$ cat src/rtl/mips_mem_pkg.sv
// Shared types and default widths for the MIPS MEM stage.
package mips_mem_pkg;
    localparam int DATA_W_DEF = 32;
    localparam int REG_AW_DEF = 5;

    typedef enum logic {
        IDLE = 1'b0,
        BUSY = 1'b1
    } state_e;

    // MEM/WB bundle at the default datapath widths
    typedef struct packed {
        logic                  valid;
        logic                  regfile_write;
        logic                  mem_to_reg;
        logic [DATA_W_DEF-1:0] read_from_ram;
        logic [DATA_W_DEF-1:0] alu_result;
        logic [REG_AW_DEF-1:0] write_reg;
    } mem_wb_t;
endpackage

$ cat src/rtl/mem_wb_reg.sv
// MEM/WB pipeline register: load enable plus synchronous active-high clear.
module mem_wb_reg #(
    parameter int W = 8
) (
    input  logic         clk,
    input  logic         clr,
    input  logic         en,
    input  logic [W-1:0] d,
    output logic [W-1:0] q
);
    logic [W-1:0] q_q;

    always_ff @(posedge clk) begin
        if (clr) begin
            q_q <= '0;
        end else if (en) begin
            q_q <= d;
        end
    end

    assign q = q_q;
endmodule

$ cat src/rtl/mem_access_stage.sv
// MIPS MEM stage: data-RAM req/ack handshake, pipe stall, timeout abort and MEM/WB register.
// state | meaning
// IDLE  | sample EX/MEM; retire non-memory / misaligned ops, launch aligned memory ops
// BUSY  | omem_req held; wait for imem_ack or MEM_TIMEOUT cycles
module mem_access_stage
    import mips_mem_pkg::*;
#(
    parameter int DATA_W      = DATA_W_DEF,
    parameter int REG_AW      = REG_AW_DEF,
    parameter int MEM_TIMEOUT = 15
) (
    input  logic              clk,
    input  logic              rstn,
    input  logic              ivalid,
    input  logic              iSig_MemRead,
    input  logic              iSig_MemWrite,
    input  logic              iSig_regfile_write,
    input  logic              iSig_MemtoReg,
    input  logic [DATA_W-1:0] ialu_result,
    input  logic [DATA_W-1:0] iwrite_data,
    input  logic [REG_AW-1:0] iwrite_reg,
    output logic              omem_req,
    output logic              omem_we,
    output logic [DATA_W-1:0] omem_addr,
    output logic [DATA_W-1:0] omem_wdata,
    input  logic              imem_ack,
    input  logic [DATA_W-1:0] imem_rdata,
    output logic              ostall,
    output logic              ovalid,
    output logic              oSig_regfile_write,
    output logic              oSig_MemtoReg,
    output logic [DATA_W-1:0] oread_from_ram,
    output logic [DATA_W-1:0] oalu_result,
    output logic [REG_AW-1:0] owrite_reg,
    output logic              oaddr_err,
    output logic              obus_err
);
    localparam int CNT_W = $clog2(MEM_TIMEOUT + 1);

    typedef struct packed {
        logic              valid;
        logic              regfile_write;
        logic              mem_to_reg;
        logic [DATA_W-1:0] read_from_ram;
        logic [DATA_W-1:0] alu_result;
        logic [REG_AW-1:0] write_reg;
    } wb_t;

    state_e            state_q, state_d;
    logic [CNT_W-1:0]  cnt_q, cnt_d;
    logic              req_q, req_d;
    logic              we_q, we_d;
    logic [DATA_W-1:0] addr_q, addr_d;
    logic [DATA_W-1:0] wdata_q, wdata_d;
    logic              lat_rw_q, lat_rw_d;
    logic              lat_m2r_q, lat_m2r_d;
    logic [REG_AW-1:0] lat_wreg_q, lat_wreg_d;
    logic              addr_err_q, addr_err_d;
    logic              bus_err_q, bus_err_d;
    logic              memop, mis, cnt_last, stall;
    logic              wb_en;
    wb_t               wb_d, wb_q;

    always_comb begin
        memop      = ivalid & (iSig_MemRead | iSig_MemWrite);
        mis        = memop & (ialu_result[1:0] != 2'b00);
        cnt_last   = (cnt_q == CNT_W'(MEM_TIMEOUT - 1));
        state_d    = state_q;
        cnt_d      = cnt_q;
        req_d      = req_q;
        we_d       = we_q;
        addr_d     = addr_q;
        wdata_d    = wdata_q;
        lat_rw_d   = lat_rw_q;
        lat_m2r_d  = lat_m2r_q;
        lat_wreg_d = lat_wreg_q;
        addr_err_d = 1'b0;
        bus_err_d  = 1'b0;
        stall      = 1'b0;
        wb_d       = '0;
        // a bundle that is not refreshed is cleared so ovalid drops to a bubble
        wb_en      = wb_q.valid;
        case (state_q)
            IDLE: begin
                if (memop && !mis) begin
                    state_d    = BUSY;
                    cnt_d      = '0;
                    req_d      = 1'b1;
                    we_d       = iSig_MemWrite;
                    addr_d     = ialu_result;
                    wdata_d    = iwrite_data;
                    lat_rw_d   = iSig_regfile_write;
                    lat_m2r_d  = iSig_MemtoReg;
                    lat_wreg_d = iwrite_reg;
                    stall      = 1'b1;
                end else if (ivalid) begin
                    wb_en              = 1'b1;
                    wb_d.valid         = 1'b1;
                    wb_d.regfile_write = iSig_regfile_write & ~mis;
                    wb_d.mem_to_reg    = iSig_MemtoReg;
                    wb_d.alu_result    = ialu_result;
                    wb_d.write_reg     = iwrite_reg;
                    addr_err_d         = mis;
                end
            end
            BUSY: begin
                stall = 1'b1;
                if (imem_ack || cnt_last) begin
                    state_d            = IDLE;
                    req_d              = 1'b0;
                    stall              = 1'b0;
                    wb_en              = 1'b1;
                    wb_d.valid         = 1'b1;
                    wb_d.mem_to_reg    = lat_m2r_q;
                    wb_d.alu_result    = addr_q;
                    wb_d.write_reg     = lat_wreg_q;
                    wb_d.regfile_write = lat_rw_q & imem_ack;
                    wb_d.read_from_ram = (imem_ack && !we_q) ? imem_rdata : '0;
                    bus_err_d          = ~imem_ack;
                end else begin
                    cnt_d = cnt_q + CNT_W'(1);
                end
            end
            default: state_d = IDLE;
        endcase
    end

    always_ff @(posedge clk) begin
        if (rstn) begin
            state_q    <= IDLE;
            cnt_q      <= '0;
            req_q      <= 1'b0;
            we_q       <= 1'b0;
            addr_q     <= '0;
            wdata_q    <= '0;
            lat_rw_q   <= 1'b0;
            lat_m2r_q  <= 1'b0;
            lat_wreg_q <= '0;
            addr_err_q <= 1'b0;
            bus_err_q  <= 1'b0;
        end else begin
            state_q    <= state_d;
            cnt_q      <= cnt_d;
            req_q      <= req_d;
            we_q       <= we_d;
            addr_q     <= addr_d;
            wdata_q    <= wdata_d;
            lat_rw_q   <= lat_rw_d;
            lat_m2r_q  <= lat_m2r_d;
            lat_wreg_q <= lat_wreg_d;
            addr_err_q <= addr_err_d;
            bus_err_q  <= bus_err_d;
        end
    end

    mem_wb_reg #(.W($bits(wb_t))) u_mem_wb (
        .clk (clk),
        .clr (rstn),
        .en  (wb_en),
        .d   (wb_d),
        .q   (wb_q)
    );

    assign omem_req           = req_q;
    assign omem_we            = we_q;
    assign omem_addr          = addr_q;
    assign omem_wdata         = wdata_q;
    assign ostall             = stall;
    assign ovalid             = wb_q.valid;
    assign oSig_regfile_write = wb_q.regfile_write;
    assign oSig_MemtoReg      = wb_q.mem_to_reg;
    assign oread_from_ram     = wb_q.read_from_ram;
    assign oalu_result        = wb_q.alu_result;
    assign owrite_reg         = wb_q.write_reg;
    assign oaddr_err          = addr_err_q;
    assign obus_err           = bus_err_q;
endmodule

$ cat config.mk
export PLATFORM = sky130hd
export DESIGN_NAME = mem_access_stage
export DESIGN_NICKNAME = d
export VERILOG_FILES = /design/src/rtl/mips_mem_pkg.sv /design/src/rtl/mem_wb_reg.sv /design/src/rtl/mem_access_stage.sv
export SDC_FILE = /design/constraint.sdc
export NUM_CORES = 1
export LEC_CHECK = 0
export ABC_AREA = 1
export CORE_ASPECT_RATIO = 2
export CORE_MARGIN = 5
export CORE_UTILIZATION = 45
export CTS_CLUSTER_SIZE = 14
export DETAILED_ROUTE_END_ITERATION = 16
export PLACE_DENSITY_LB_ADDON = 0.25
export SYNTH_ARGS = -nofsm -noshare
export SYNTH_HDL_FRONTEND = slang
export SYNTH_HIERARCHICAL = 1
export SYNTH_SLANG_ARGS = --single-unit
export TNS_END_PERCENT = 20
$ cat constraint.sdc
create_clock -name clk -period 3.01 [get_ports clk]
set_clock_uncertainty 0.2 [all_clocks]
set_input_delay 0.301 -clock clk [delete_from_list [all_inputs] [get_ports clk]]
set_output_delay 0.301 -clock clk [all_outputs]
set_load 0.01 [all_outputs]
# After elaboration in Yosys (flattened, before gate mapping)
# Cells that the tools add are included.
# word_totals
ff_bits	152
input_bits	109
elab_cells	60
# op_classes
addsub	1
eq_ne	4
mux	22
bitwise	10
n_reduce_logical	11
# op_table
operator	count
37-bit two-way mux	2
37-bit one-hot mux with 2 select lines	1
72-bit two-way mux	1
32-bit two-way mux	2
4-bit two-way mux	2
4-bit one-hot mux with 2 select lines	1
1-bit two-way mux	7
3-bit two-way mux	2
1-bit one-hot mux with 2 select lines	3
3-bit one-hot mux with 2 select lines	1
2-bit AND reduction	3
1-bit NOT	5
4-bit by 1-bit adder with 4-bit output, second input constant	1
1-bit AND	4
4-bit == test, second input constant	1
2-bit != test, second input constant	2
4-bit OR reduction	1
3-bit OR reduction	1
1-bit logical AND	2
1-bit zero test	2
2-bit by 1-bit != test with 1-bit output, second input constant	1
2-bit nonzero test	1
1-bit logical OR	1
1-bit OR	1

# Logic depth before layout (Yosys ltp)
# Gate-level depths: netlist of the first run.
# depth
ltp_word	8
depth_mapped	12

# Modules after synthesis
# Netlist of the first run, hierarchy kept.
# modules_own_cells
mod	n_inst	cells_per_inst	area_per_inst_um2
mem_access_stage	1	570	3728.6
mem_wb_reg	1	456	2951.6

# Worst setup path after synthesis of the first run
# Ideal clock, no wire load.
# synth_timing
path_kind	register -> register
startpoint	register cnt_q[0]
endpoint	register u_mem_wb.q_q[11] (netlist: u_mem_wb/q[11])
setup_time_ns	0.113
t_arrival_ns	1.822
required_ns	2.697
setup_slack_ns	0.875
path_stages_with_launch	13
path_buffers	3
period_less_slack_ns	2.135
cell_sequence	dfxtp_1 inv_1 ha_1 nand3_1 nand2_2 nand2_1 nand2_1 or2_2 buf_4 buf_6 buf_6 nor2_1 nor2_1
# synth_between
elab_chain_cells	4
elab_cells_between_ends	6
cone_classes	eq/ne: 1; mux: 4; reduce/logical: 1
# synth_rtl
element	line_no	rtl
start: declaration	mem_access_stage.sv:50	logic [CNT_W-1:0] cnt_q, cnt_d;
start signal: assignment	mem_access_stage.sv:143	cnt_q <= cnt_d;
4-bit == test	mem_access_stage.sv:67	cnt_last = (cnt_q == CNT_W'(MEM_TIMEOUT - 1));
1-bit logical OR	mem_access_stage.sv:108	if (imem_ack || cnt_last) begin
1-bit two-way mux	mem_access_stage.sv:108	
1-bit one-hot mux with 2 select lines	mem_access_stage.sv:83	case (state_q)
via wb_en	mem_access_stage.sv:61	logic wb_en;
end signal: assignment	mem_wb_reg.sv:15	q_q <= '0;
end signal: assignment	mem_wb_reg.sv:17	q_q <= d;
end: declaration	mem_wb_reg.sv:11	logic [W-1:0] q_q;
# The timed path passes the listed nets, and every way through them passes these cells.
# A chain may end at the register's enable or synchronous reset.

# Final worst setup path of the first run
# layout_timing
startpoint	register cnt_q[0]
endpoint	output port ostall
# layout_between
elab_chain_cells	4
# layout_rtl
element	line_no	rtl
4-bit == test	mem_access_stage.sv:67	
1-bit logical OR	mem_access_stage.sv:108	
1-bit two-way mux	mem_access_stage.sv:108	
1-bit one-hot mux with 2 select lines	mem_access_stage.sv:83	
end: declaration	mem_access_stage.sv:28	output logic ostall,
# Every way passes these cells.

==> key figures, run 1 <==
Route
  – DR vias/cell: between 4 and 5
  – Drt drc: 0
  – Post-route ant nets: 0
  – DRT iter0 DRCs: between 200 and 300
  – Final WL: 20100 um
  – DR vias: 6789
  – Pre-Repair DR Iteration Count: 5
  – WL per Instance: about 14 um

Power
  – VDD IR max: 575 uV
  – Lkg Pwr: about 0.0044 uW
  – Pwr Total: roughly 5600 uW
  – Pwr/cell area: approximately 560 nW/um^2

Logic synthesis
  – Yosys warns: 6
  – Number of synthesized flops with an enable pin: 0
  – Syn_nets: approximately 1100
  – Synth Register Bits: roughly 150
  – Post-synthesis average cell area: 6.51 sq um
  – Post-synth cell types: 22
  – Mapped Area: between 6000 and 7000 sq um
  – Gate Count Post-Synth: between 1000 and 1500
  – Main synth FF type: dfxtp_1
  – Post-synthesis sequential area ratio: 0.456
  – Synth async-reset ratio: 0

CTS
  – H-tree Lvls: 4
  – CTS Root Buffer Type: clkbuf_16
  – Post-CTS Setup Bufs: 0
  – # resized after CTS: 0
  – CTS Hold Bufs: 0
  – Clock tree buffer depth: 2
  – Clock Sinks: about 150
  – CTS clk-pin slew, worst paths: 70 ps
  – TritonCTS clock tree: built
  – Cts bufs inserted: 17
  – Clk Latency, worst-skew pair: 420 ps

Cells and area
  – Post-route cell area: 9900 sq um
  – Layout Cells excl Fill: 1460
  – Share of layout cells above drive strength 1: 0.0483
  – Layout Nets: ~1400
  – Area growth, synth to finish: 48.2%
  – FILL cells: between 1000 and 1500

Critical path
  – CP arrival: approximately 2200 ps
  – Worst setup endpoint: ostall
  – Worst R2R End: u_mem_wb/q[16]
  – Kind of critical path: reg2out
  – Worst setup startpoint: cnt_q[0]
  – CP required: between 2000 and 3000 ps
  – Slowest cell on crit path: clkdlybuf4s50_1
  – Flop2flop setup slack: 790 ps
  – Startpoint Class: flop
  – Register-to-Register Path Depth: 11
  – CP endpoint kind: output port
  – CP max stage delay: approximately 530 ps
  – Max FO, Critical Path: 6
  – FF-to-FF Start: cnt_q[0]
  – CP cell instances: inv_1 -> ha_1 -> nand3_1 -> nand2_2 -> nand2_1 -> buf_4 -> nand2_1 -> inv_1 -> clkdlybuf4s50_1

STA
  – RSZ-0062 raised after global routing: no
  – Setup-failing EPs final: 0
  – Slew HR: 0.590
  – Final Slew Violations: 0
  – Setup TNS: 0 ps
  – FMAX: 375 MHz
  – Post-route minimum period: roughly 2700 ps
  – Worst-margin pin slew: around 610 ps
  – Period utilisation layout: 0.886
  – Hold Vio Cnt, Final: 0

Floorplan
  – Initial core utilization: 0.453
  – Die Span Y: 182 um
  – Die extent in x: between 90 and 100 um
  – Rows: 63
  – Core area: ~15000 sq um
  – Die area: 17500 sq um
  – IO Count: 250

GRT
  – All-layer global routing usage: 0.224
  – Largest net degree at the start of global routing: 75
  – Initial antenna violation count: 3
  – Gr ovfl total: 0
  – Via count of the first global-routing pass: 6397
  – Global-route wire length before repair: 30700 um

Place
  – IO buf count: between 200 and 250
  – DP Area: 9280 sq um
  – Final HPWL DP: around 14000 um
  – Routability congestion estimate: around 0.83
  – # placed instances: between 1000 and 1500

Run status
  – Outcome: finished, final reports clean

Worst hold path
  – Hold Path Class: reg2reg

Flow run
  – MaxCap Viol Count: 0
-- how the worst min path moves through the flow --
stage                                from             end  slack [ps]  cells after the start
after floorplan                  imem_ack        obus_err         180                      1
after global placement       omem_addr[1]    omem_addr[1]         240                      2
after detailed placement     omem_addr[1]    omem_addr[1]         250                      2
after CTS                  iwrite_data[3]   omem_wdata[3]         260                      3
after global routing      iwrite_data[31]  omem_wdata[31]         270                      3
final                        omem_addr[0]    omem_addr[0]         260                      2
-- cell usage after synthesis, types with 3 or more instances --
master    count  share of area
inv_1       118          0.066
buf_2        29          0.022
clkbuf_1     19          0.011
o21ai_1      60          0.045
a21oi_1       5         0.0037
nand3_1      82          0.061
dfxtp_1     152           0.46
nand2_1     196           0.11
inv_2         3         0.0017
o21ai_0      14          0.010
nor2_1      321           0.18
buf_4         8         0.0090
nor3_1        3         0.0022
buf_6         7          0.012
-- cell families (layout without fill, tap and decap cells) --
group | count (synthesis) | count (layout) | share of synthesized area
adders and majority gates | 2 | 2 | 0.00375
AOI/OAI and AO/OA | 79 | 79 | 0.0592
buffers and inverters | 185 | 421 | 0.122
DFF | 152 | 152 | 0.456
other | 0 | 3 | 0
and+or+nand+nor | 608 | 608 | 0.360
-- critical path, delay by kind of cell (launching register included) --
family	cells	cell delay (ps)
flip-flops	1	350
AND/OR/NAND/NOR	4	370
adder cells (fa/ha/maj)	1	190
buffers and inverters	4	830
-- routing by layer --
metal	GRT usage	vias to the layer above	wire length, um
met5	0	-	0
met4	0.111	0	684
met3	0.0796	37	1670
met2	0.402	223	10500
met1	0.220	2985	7150
li1	-	3544	-
-- power by group --
part / total, uW / internal [uW] / switching [uW]
logic: 1120 / 570 / 548
clock network: 2210 / 1330 / 881
registers: 2250 / 2170 / 84.2
-- state kept, by name (all words and copies together), names as in the netlist --
register    cells
u_mem_wb/q     72
omem_addr      32
omem_wdata     32
lat_wreg_q      5
cnt_q           4
lat_m2r_q       1
lat_rw_q        1
oaddr_err       1
obus_err        1
omem_req        1
omem_we         1
state_q         1
-- final cells by class --
type	instances	area (sq um)	area share
diodes	3	7.51	0.000758
clock buffers	18	439	0.0444
clock inverters	14	174	0.0176
inverters	121	454	0.0459
multi-input cells	689	2840	0.287
flip-flops and latches	152	3040	0.308
well taps	195	244	0.0246
repair buffers	268	2700	0.272
-- placed cells by master (no fill, tap or decap), types with 3 or more instances in the layout --
| master | n |
|---|---|
| o21ai_0 | 14 |
| clkdlybuf4s50_1 | 249 |
| buf_12 | 5 |
| o21ai_1 | 60 |
| dfxtp_1 | 151 |
| bufinv_16 | 3 |
| clkinv_4 | 3 |
| inv_1 | 117 |
| buf_4 | 14 |
| nand2_1 | 196 |
| nor3_1 | 3 |
| nor2_1 | 320 |
| inv_2 | 4 |
| clkbuf_16 | 17 |
| diode_2 | 3 |
| a21oi_1 | 5 |
| nand3_1 | 81 |
| clkinvlp_4 | 4 |
-- through the flow --
step | hold WS (ps) | setup slack (ps) | util
3_5_place_dp | 255 | 450 | 0.629
3_3_place_gp | 244 | 516 | 0.629
2_1_floorplan | 180 | 875 | -
6_report | 262 | 342 | 0.672
5_1_grt | 270 | 186 | 0.672
4_1_cts | 265 | 333 | 0.671
No activity file was read; power rests on OpenSTA's default activity.
==> run 2, diff against run 1 <==
--- a/config.mk
+++ b/config.mk
@@ -11,6 +11,7 @@
 export CORE_UTILIZATION = 45
 export CTS_CLUSTER_SIZE = 14
 export DETAILED_ROUTE_END_ITERATION = 16
+export GPL_TIMING_DRIVEN = 0
 export PLACE_DENSITY_LB_ADDON = 0.25
 export SYNTH_ARGS = -nofsm -noshare
 export SYNTH_HDL_FRONTEND = slang
==> key figures, run 2 (synthesis results as in run 1) <==
Route
  – DR vias/cell: 4.64 (-0.23%)
  – DR vias: 6973 (+2.7%)
  – WL per Instance: 14.3 um (+3.9%)
  – Drt drc: 0 (unchanged)
  – Post-route ant nets: 0 (unchanged)
  – Final WL: 21500 um (+7.0%)
  – Pre-Repair DR Iteration Count: 5 (unchanged)
  – DRT iter0 DRCs: 357 (+22%)

GRT
  – Met2 Use GR: 0.458 (+0.0565)
  – Largest net degree at the start of global routing: 17 (-77%)
  – Grt met1 use: 0.236 (+0.0153)
  – Gr busiest metal: met2
  – Gr ovfl total: 0 (unchanged)
  – Global-route wire length before repair: 33900 um (+10%)
  – All-layer global routing usage: 0.249 (+0.0248)
  – GR Layer Usage met3: 0.0734 (-0.00619)
  – Initial antenna violation count: 1 (-2)
  – Via count of the first global-routing pass: 6835 (+6.8%)

CTS
  – Cts bufs inserted: 17 (unchanged)
  – H-tree Lvls: 4 (unchanged)
  – TritonCTS clock tree: built
  – Clock Sinks: 152 (unchanged)
  – CTS clk-pin slew, worst paths: 60 ps (about the same)
  – Clk Latency, worst-skew pair: 420 ps (about the same)
  – Clock tree buffer depth: 2 (unchanged)
  – CTS Root Buffer Type: clkbuf_16
  – Post-CTS Setup Bufs: 0 (unchanged)

Floorplan
  – Die area: 17500 sq um (unchanged)
  – Die extent in x: 96.2 um (unchanged)
  – Die Span Y: 182 um (unchanged)
  – Initial core utilization: 0.453 (unchanged)
  – Rows: 63 (unchanged)
  – IO Count: 250 (unchanged)
  – Core area: 14700 sq um (unchanged)

Power
  – Pwr/cell area: 555 nW/um^2 (-1.5%)
  – VDD IR max: 433 uV (-25%)
  – Comb power frac: 0.209 (+0.009)
  – Lkg Pwr: 0.00449 uW (+2.0%)
  – Internal power: 4020 uW (-1.1%)
  – Clock share of power: 0.387 (-0.009)
  – Switching part of the total: 0.277 (+0.00578)
  – Sequential Power Share: 0.404 (about the same)
  – NetSw: 1540 uW (+1.8%)

Critical path
  – CP required: 2510 ps (about the same)
  – CP endpoint kind: output port
  – CP arrival: 2260 ps (+90 ps)
  – Kind of critical path: reg2out
  – Max FO, Critical Path: 10 (+4)
  – Startpoint Class: flop

STA
  – Smallest setup slack after layout: 252 ps (-89.5 ps)
  – Hold Vio Cnt, Final: 0 (unchanged)
  – Period utilisation layout: 0.916 (+0.0297)
  – FMAX: 363 MHz (-3.2%)
  – Slew HR: 0.635 (+0.0450)
  – Worst-margin pin slew: 547 ps (-67.4 ps)
  – Final Slew Violations: 0 (unchanged)
  – Post-route minimum period: 2760 ps (+89.5 ps)
  – Setup-failing EPs final: 0 (unchanged)
  – RSZ-0062 raised after global routing: no
  – Hold slack: 267 ps (+5.07 ps)
  – Setup TNS: 0 ps (unchanged)

Place
  – Post-Place Setup Slack: 168 ps (-282 ps)
  – Routability congestion estimate: 0.831 (-0.18%)
  – Final HPWL DP: 16400 um (+16%)
  – IO buf count: 249 (unchanged)
  – DP Area: 9420 sq um (+1.5%)

Cells and area
  – Post-route cell area: 10000 sq um (+1.2%)
  – Most common cell after layout, fill and taps aside: nor2_1
  – Area growth, synth to finish: 50.0%
  – Fin util: 0.680 (+0.00815)
  – Most frequent cells in the layout: nor2_1, clkdlybuf4s50_1, nand2_1
  – Layout Nets: 1405 (+3.3%)
  – Share of layout cells above drive strength 1: 0.0635 (+0.0152)
  – Max reg flops: 72 (unchanged)

Worst hold path
  – Hold Path Class: reg2reg

Run status
  – Outcome: finished, final reports clean

Flow run
  – MaxCap Viol Count: 0 (unchanged)
-- run 2: worst paths after layout --
path / cells after the start / to / slack, ps / start
setup / recovery: 8 / ostall / 250 / cnt_q[0]
setup reg to reg: 12 / u_mem_wb/q[55] / 500 / cnt_q[0]
hold reg to reg: 2 / omem_addr[0] / 270 / omem_addr[0]
hold / removal: 2 / omem_addr[0] / 270 / omem_addr[0]
-- run 2: power groups by stage --
| stage | clock, uW | sequential [uW] | combinational, uW |
|---|---|---|---|
| 6_report | 2150 | 2250 | 1160 |
| 5_1_grt | 2280 | 2260 | 1290 |
| 4_1_cts | 2190 | 2250 | 1180 |
| 3_5_place_dp | 0 | 2290 | 1170 |
| 3_3_place_gp | 0 | 2280 | 1160 |
| 2_1_floorplan | 0 | 2360 | 503 |
-- run 2: cell type report --
class	instances	area, sq um
Antenna cell	1	2.50
Clock inverter	13	145
Tap cell	195	244
Timing Repair Buffer	249	2490
Clock buffer	19	453
Inverter	121	454
Fill cell	1364	4720
Sequential cell	152	3040
Buffer	64	359
Multi-Input combinational cell	689	2830
-- run 2: through the flow --
stage	cells	power (uW)
after global routing	1503	5830
final	1503	5560
after global placement	1470	3440
after detailed placement	1470	3460
after floorplan	1026	2860
after CTS	1502	5620
-- run 2: worst max-delay path, cell delays in order, from the launching register on --
cell and delay (ps):
dfxtp_1 370, inv_1 80, ha_1 200, nand3_1 110, nand2_2 180, nand2_2 200, nand2_1 110, inv_1 60
clkdlybuf4s50_1 540
-- run 2: routing by layer --
metal | wire length, um | vias up
met1 | 7490 | 3031
met4 | 1090 | 0
li1 | - | 3636
met5 | 0 | -
met3 | 1560 | 63
met2 | 11300 | 243
-- run 2: repair_timing --
action | in CTS | in global routing
hold endpoints to repair | 0 | 0
endpoints found under the setup margin | 0 | 1
resized for setup | 0 | 1
hold buffers | 0 | 0
